## src/rtl/serial_to_parallel_pkg.sv

```systemverilog
// serial_to_parallel_pkg: definitions shared by the serial-to-parallel block.
//   cnt_width(depth) - width of a counter that must reach the value depth.
//   RST_BIT          - reset value of every data bit; the data word resets to
//                      this bit replicated, giving all zeros.
package serial_to_parallel_pkg;

  localparam logic RST_BIT = 1'b0;

  function automatic int cnt_width(input int depth);
    return $clog2(depth + 1);
  endfunction

endpackage

```

## src/rtl/serial_to_parallel_if.sv

```systemverilog
// serial_to_parallel_if: serial load bus for serial_to_parallel.
//   data_in - serial bit, taken while en=1
//   en      - shift enable
//   data    - parallel word, data[0] newest bit
//   full    - word completely loaded since reset
//             (present only with SERIAL_TO_PARALLEL_FILL_COUNT_EN)
// Modports: master drives the stream, slave is the shift register.
interface serial_to_parallel_if #(parameter int DEPTH = 8);
  logic             data_in;
  logic             en;
  logic [DEPTH-1:0] data;
`ifdef SERIAL_TO_PARALLEL_FILL_COUNT_EN
  logic             full;

  modport master (output data_in, output en, input data, input full);
  modport slave  (input data_in, input en, output data, output full);
`else
  modport master (output data_in, output en, input data);
  modport slave  (input data_in, input en, output data);
`endif
endinterface

```

## src/rtl/serial_to_parallel_sat_counter.sv

```systemverilog
// sat_counter: counts inc_i pulses, saturating at MAX, and flags saturation.
//   clk    - clock
//   rst    - async active-low reset
//   inc_i  - count one event
//   full_o - registered, high once the count has reached MAX
module sat_counter #(
  parameter int MAX = 8,
  parameter int W   = 4
) (
  input  logic clk,
  input  logic rst,
  input  logic inc_i,
  output logic full_o
);
  logic [W-1:0] count_q, count_d;
  logic         full_q;

  always_comb begin
    count_d = count_q;
    if (inc_i && (count_q != W'(MAX))) count_d = count_q + W'(1);
  end

  // full is taken from the next count so it rises on the same edge as the
  // MAX-th increment.
  always_ff @(posedge clk or negedge rst) begin
    if (!rst) begin
      count_q <= '0;
      full_q  <= 1'b0;
    end else begin
      count_q <= count_d;
      full_q  <= (count_d == W'(MAX));
    end
  end

  assign full_o = full_q;
endmodule

```

## src/rtl/serial_to_parallel.sv

```systemverilog
// serial_to_parallel: serial-in, parallel-out shift register.
//   clk - clock, state changes on rising edge
//   rst - async active-low reset, clears the word immediately
//   bus - serial_to_parallel_if.slave (data_in, en, data[, full])
// Each enabled edge shifts the word up one bit and inserts data_in at bit 0;
// the oldest bit drops off the MSB. data is a pure register output.
// Build option: SERIAL_TO_PARALLEL_FILL_COUNT_EN adds the full flag.
module serial_to_parallel
  import serial_to_parallel_pkg::*;
#(
  parameter int DEPTH = 8
) (
  input  logic                 clk,
  input  logic                 rst,
  serial_to_parallel_if.slave  bus
);
  logic [DEPTH-1:0] data_q, data_d;

  always_comb begin
    data_d = data_q;
    if (bus.en) data_d = {data_q[DEPTH-2:0], bus.data_in};
  end

  always_ff @(posedge clk or negedge rst) begin
    if (!rst) data_q <= {DEPTH{RST_BIT}};
    else      data_q <= data_d;
  end

  assign bus.data = data_q;

`ifdef SERIAL_TO_PARALLEL_FILL_COUNT_EN
  sat_counter #(
    .MAX (DEPTH),
    .W   (cnt_width(DEPTH))
  ) u_fill (
    .clk    (clk),
    .rst    (rst),
    .inc_i  (bus.en),
    .full_o (bus.full)
  );
`endif
endmodule

```

## src/flat_wrapper.sv

```systemverilog
// flat-port wrapper written by rule: the top's interface ports become plain ports
module serial_to_parallel_flat import serial_to_parallel_pkg::*;
#(
  parameter int DEPTH = 8
)
  (clk, rst, bus_data_in, bus_en, bus_data);
  serial_to_parallel_if #(.DEPTH(DEPTH)) bus_i ();
  input  logic clk;
  input  logic rst;
  input wire logic [$bits(bus_i.data_in)-1:0] bus_data_in;
  input wire logic [$bits(bus_i.en)-1:0] bus_en;
  output wire logic [$bits(bus_i.data)-1:0] bus_data;
  assign bus_i.data_in = bus_data_in;
  assign bus_i.en = bus_en;
  assign bus_data = bus_i.data;
  serial_to_parallel #(.DEPTH(DEPTH)) u_core (.clk(clk), .rst(rst), .bus(bus_i));
endmodule
```

## config.mk

```make
export PLATFORM = sky130hd
export DESIGN_NAME = serial_to_parallel_flat
export DESIGN_NICKNAME = d
export VERILOG_FILES = /design/src/rtl/serial_to_parallel_pkg.sv /design/src/rtl/serial_to_parallel_if.sv /design/src/rtl/serial_to_parallel_sat_counter.sv /design/src/rtl/serial_to_parallel.sv /design/src/flat_wrapper.sv
export SDC_FILE = /design/constraint.sdc
export NUM_CORES = 1
export LEC_CHECK = 0
export BUFFER_PORTS_ARGS = -buffer_cell sky130_fd_sc_hd__clkbuf_2
export CAP_MARGIN = 30
export CORE_AREA = 2 2 39 41
export CTS_CLUSTER_DIAMETER = 120
export CTS_CLUSTER_SIZE = 25
export DETAILED_ROUTE_END_ITERATION = 7
export DIE_AREA = 0 0 41 43
export MAX_ROUTING_LAYER = met4
export PLACE_DENSITY = 0.53
export SYNTH_ARGS = -nofsm -noshare
export SYNTH_HDL_FRONTEND = slang
export SYNTH_SLANG_ARGS = --single-unit
```

## constraint.sdc

```tcl
create_clock -name clk -period 0.8 [get_ports clk]
set_input_delay 0.08 -clock clk [delete_from_list [all_inputs] [get_ports clk]]
set_output_delay 0.08 -clock clk [all_outputs]
set_load 0.02 [all_outputs]
```

== After elaboration in Yosys (flattened, before gate mapping) ==
Index checks and enable logic that the tools add are counted.
Storage, ports and cells
  register bits: 8
  output and inout bits: 8
  word-level logic and storage cells: 1

== Longest topological paths before layout ==
  word-level depth: 0
  gate-level depth with buffers: 2
  mapped depth without buffers: 1

== Worst setup path before layout ==
Ideal clock, no wire load.
  path type: register to register
  start: register u_core.bus.data[0] (netlist name)
  end: register u_core.data_q[0] (netlist: u_core.bus.data[0])
  path slack: -47 ps
  required time: 675 ps
  library setup time: 125 ps
  stages on the path, launching flop included: 2
  data arrival time: 722 ps
  cells stage by stage: dfrtp_1 -> mux2_4
RTL lines
  end signal: assignment: line serial_to_parallel.sv:25  | if (!rst) data_q <= {DEPTH{RST_BIT}};
  end signal: assignment: line serial_to_parallel.sv:26  | else data_q <= data_d;
  end: declaration: line serial_to_parallel.sv:17  | logic [DEPTH-1:0] data_q, data_d;

== Worst setup path after layout ==
  start: register u_core.data_q[4] (netlist: u_core.bus.data[4])
  end: output port bus_data[4]
RTL lines
  end: declaration: line flat_wrapper.sv:12  | output wire logic [$bits(bus_i.data)-1:0] bus_data;
No word-level cell between the ends.

==> metrics.cfg <==
[timing]
fin_tns_setup_ns = -0.573
setup_violations = 13
period_share_pct = 110
rsz0062_at_grt = true
finalHoldViolCount = 0
min_period_ns = 0.880
finalMaxSlewViolations = 0
worst_pin_slew_ns = 0.283
setup_slack_ns = -0.0796
relSlewSlack_pct = 81.1
fmax_mhz = 1140
fin_skew_ns = 0.00444

[synth]
yosysSeqAreaShare_pct = 60.4
ys_types = 3
syn_nets = 21
syn_area_per_cell_um2 = 19.5
yosysWarnings = 0
synth_cells = 17
syn_area_um2 = 332
yosys_register_bits = 8

[setup_path]
path_class = flip-flop to primary output
path_cells = buf_6
startpoint_type = flip-flop
cpMaxStageDelayCell = dfrtp_2
cp.arrival_ns = 0.80
cpPeakStageDelay_ns = 0.42
path_delay_family = flip-flops
worst-path-max-fanout = 3
crit_required_ns = 0.72
path_buf_inv = 1
endpoint_kind = primary output

[power_and_ir_drop]
powerDensity_nw_per_um2 = 3090
peakVddDrop_mv = 1.01
leakage_nw = 0.231

[floorplan]
dieWidth_um = 41
dieArea_um2 = 1760
rows = 14
io_pins = 12
fp.dieH_um = 43
initial_core_util_pct = 24.0
core_um2 = 1380

[layout]
nets = 37
fill_cells = 137
instances_no_fill = 47
mostFrequentLayoutCells = mux2_4 (8), buf_6 (8), dfrtp_2 (8)
drive_above_1_share_pct = 96.8
insertedDiodeCount = 0
area_delta_synth_final_pct = 47.2
largest_reg_flops = 8
utilization_pct = 35.3

[detailed_routing]
wl_per_cell_um = 11.7
first_pass_iters = 2
vias = 200
ant_nets = 0
drc = 0
dr.first_iter.drc_count = 2
vias_per_cell = 4.26
routed_wirelength_um = 549

[placement]
pre_cts_slack_ns = -0.00781
dpl.cell_count = 43
io_buffer_count = 11
gp_congestion = 0.582

[job]
maxCapViolations = 0

[global_route]
grt.overflow.total = 0
antenna_found_initial = 0
grt_use_total_pct = 8.60
grt_pass1_wl_um = 966
grt_max_degree = 9
grt_pass1_vias = 208

[cts]
cts-root-buf = clkbuf_4
cts_buffer_depth = 2
ctsHtreeMaxLevel = 1
insertion_delay_ns = 0.24
tritoncts = done
cts_inserted_buffers = 3
cts.sink_count = 8
clkTransAtPathRegs_ns = 0.05

[hold_path]
hold_class = input port to flip-flop

[outcome]
status = finished, violations left
violations = setup timing

-- what timing repair did --
action                                  CTS  global route
endpoints found under the hold margin     8             0
hold buffers                              1             0
endpoints found under the setup margin    9            15
setup buffers                             0             0
gates resized for setup                   0            24
-- per-layer routing --
layer  wire length [µm]  share of wire, %  GRT usage, %  vias up
met5                  0                 0             -        -
met4                  6               1.1          6.00        0
met3                 46               8.4          3.14        2
met2                262                48          10.6        9
met1                233                42          11.2      100
li1                   -                 -             -       89
-- path summary, 6_finish.rpt --
check / start / to / slack, ns / depth (start not counted)
min in group asynchronous: rst / u_core.bus.data[3] / 0.21 / 2
setup / recovery: u_core.bus.data[4] / bus_data[4] / -0.08 / 1
hold reg to reg: u_core.bus.data[7] / u_core.bus.data[7] / 0.53 / 1
hold / removal: bus_data_in / u_core.bus.data[0] / 0.07 / 2
setup reg to reg: u_core.bus.data[1] / u_core.bus.data[1] / 0 / 1
max in group asynchronous: rst / u_core.bus.data[7] / 0.39 / 2
-- synth_stat cells --
master	number	share of area [%]
buf_6	1	3.4
dfrtp_1	8	60
mux2_4	8	36
-- power by group --
group	switching [mW]	leakage, nW	internal [mW]
registers	0.104	0.0862	0.536
clock network	0.119	0.0138	0.170
logic	0.223	0.131	0.354
total	0.446	0.231	1.06
-- cell families after synthesis --
group                  count (synthesis)  synth area share [%]
buffers and inverters                  1                  3.40
DFF                                    8                  60.4
muxes                                  8                  36.2
-- through the flow --
step | total power [mW] | hold slack [ns] | cell area [µm²]
after floorplan | 0.927 | -0.216 | 342
after global placement | 1.06 | -0.0731 | 405
after detailed placement | 1.07 | -0.0599 | 405
after CTS | 1.39 | 0.0630 | 438
after global routing | 1.61 | 0.0600 | 488
final | 1.51 | 0.0723 | 488
-- cell type report --
| cell class | count | area, µm² | share of cell area, % |
|---|---|---|---|
| repair buffers | 12 | 115 | 23.6 |
| well taps | 16 | 20.0 | 4.10 |
| multi-input cells | 8 | 120 | 24.6 |
| clock buffers | 3 | 22.5 | 4.62 |
| flip-flops and latches | 8 | 210 | 43.1 |
(Power assumes the default switching activity.)
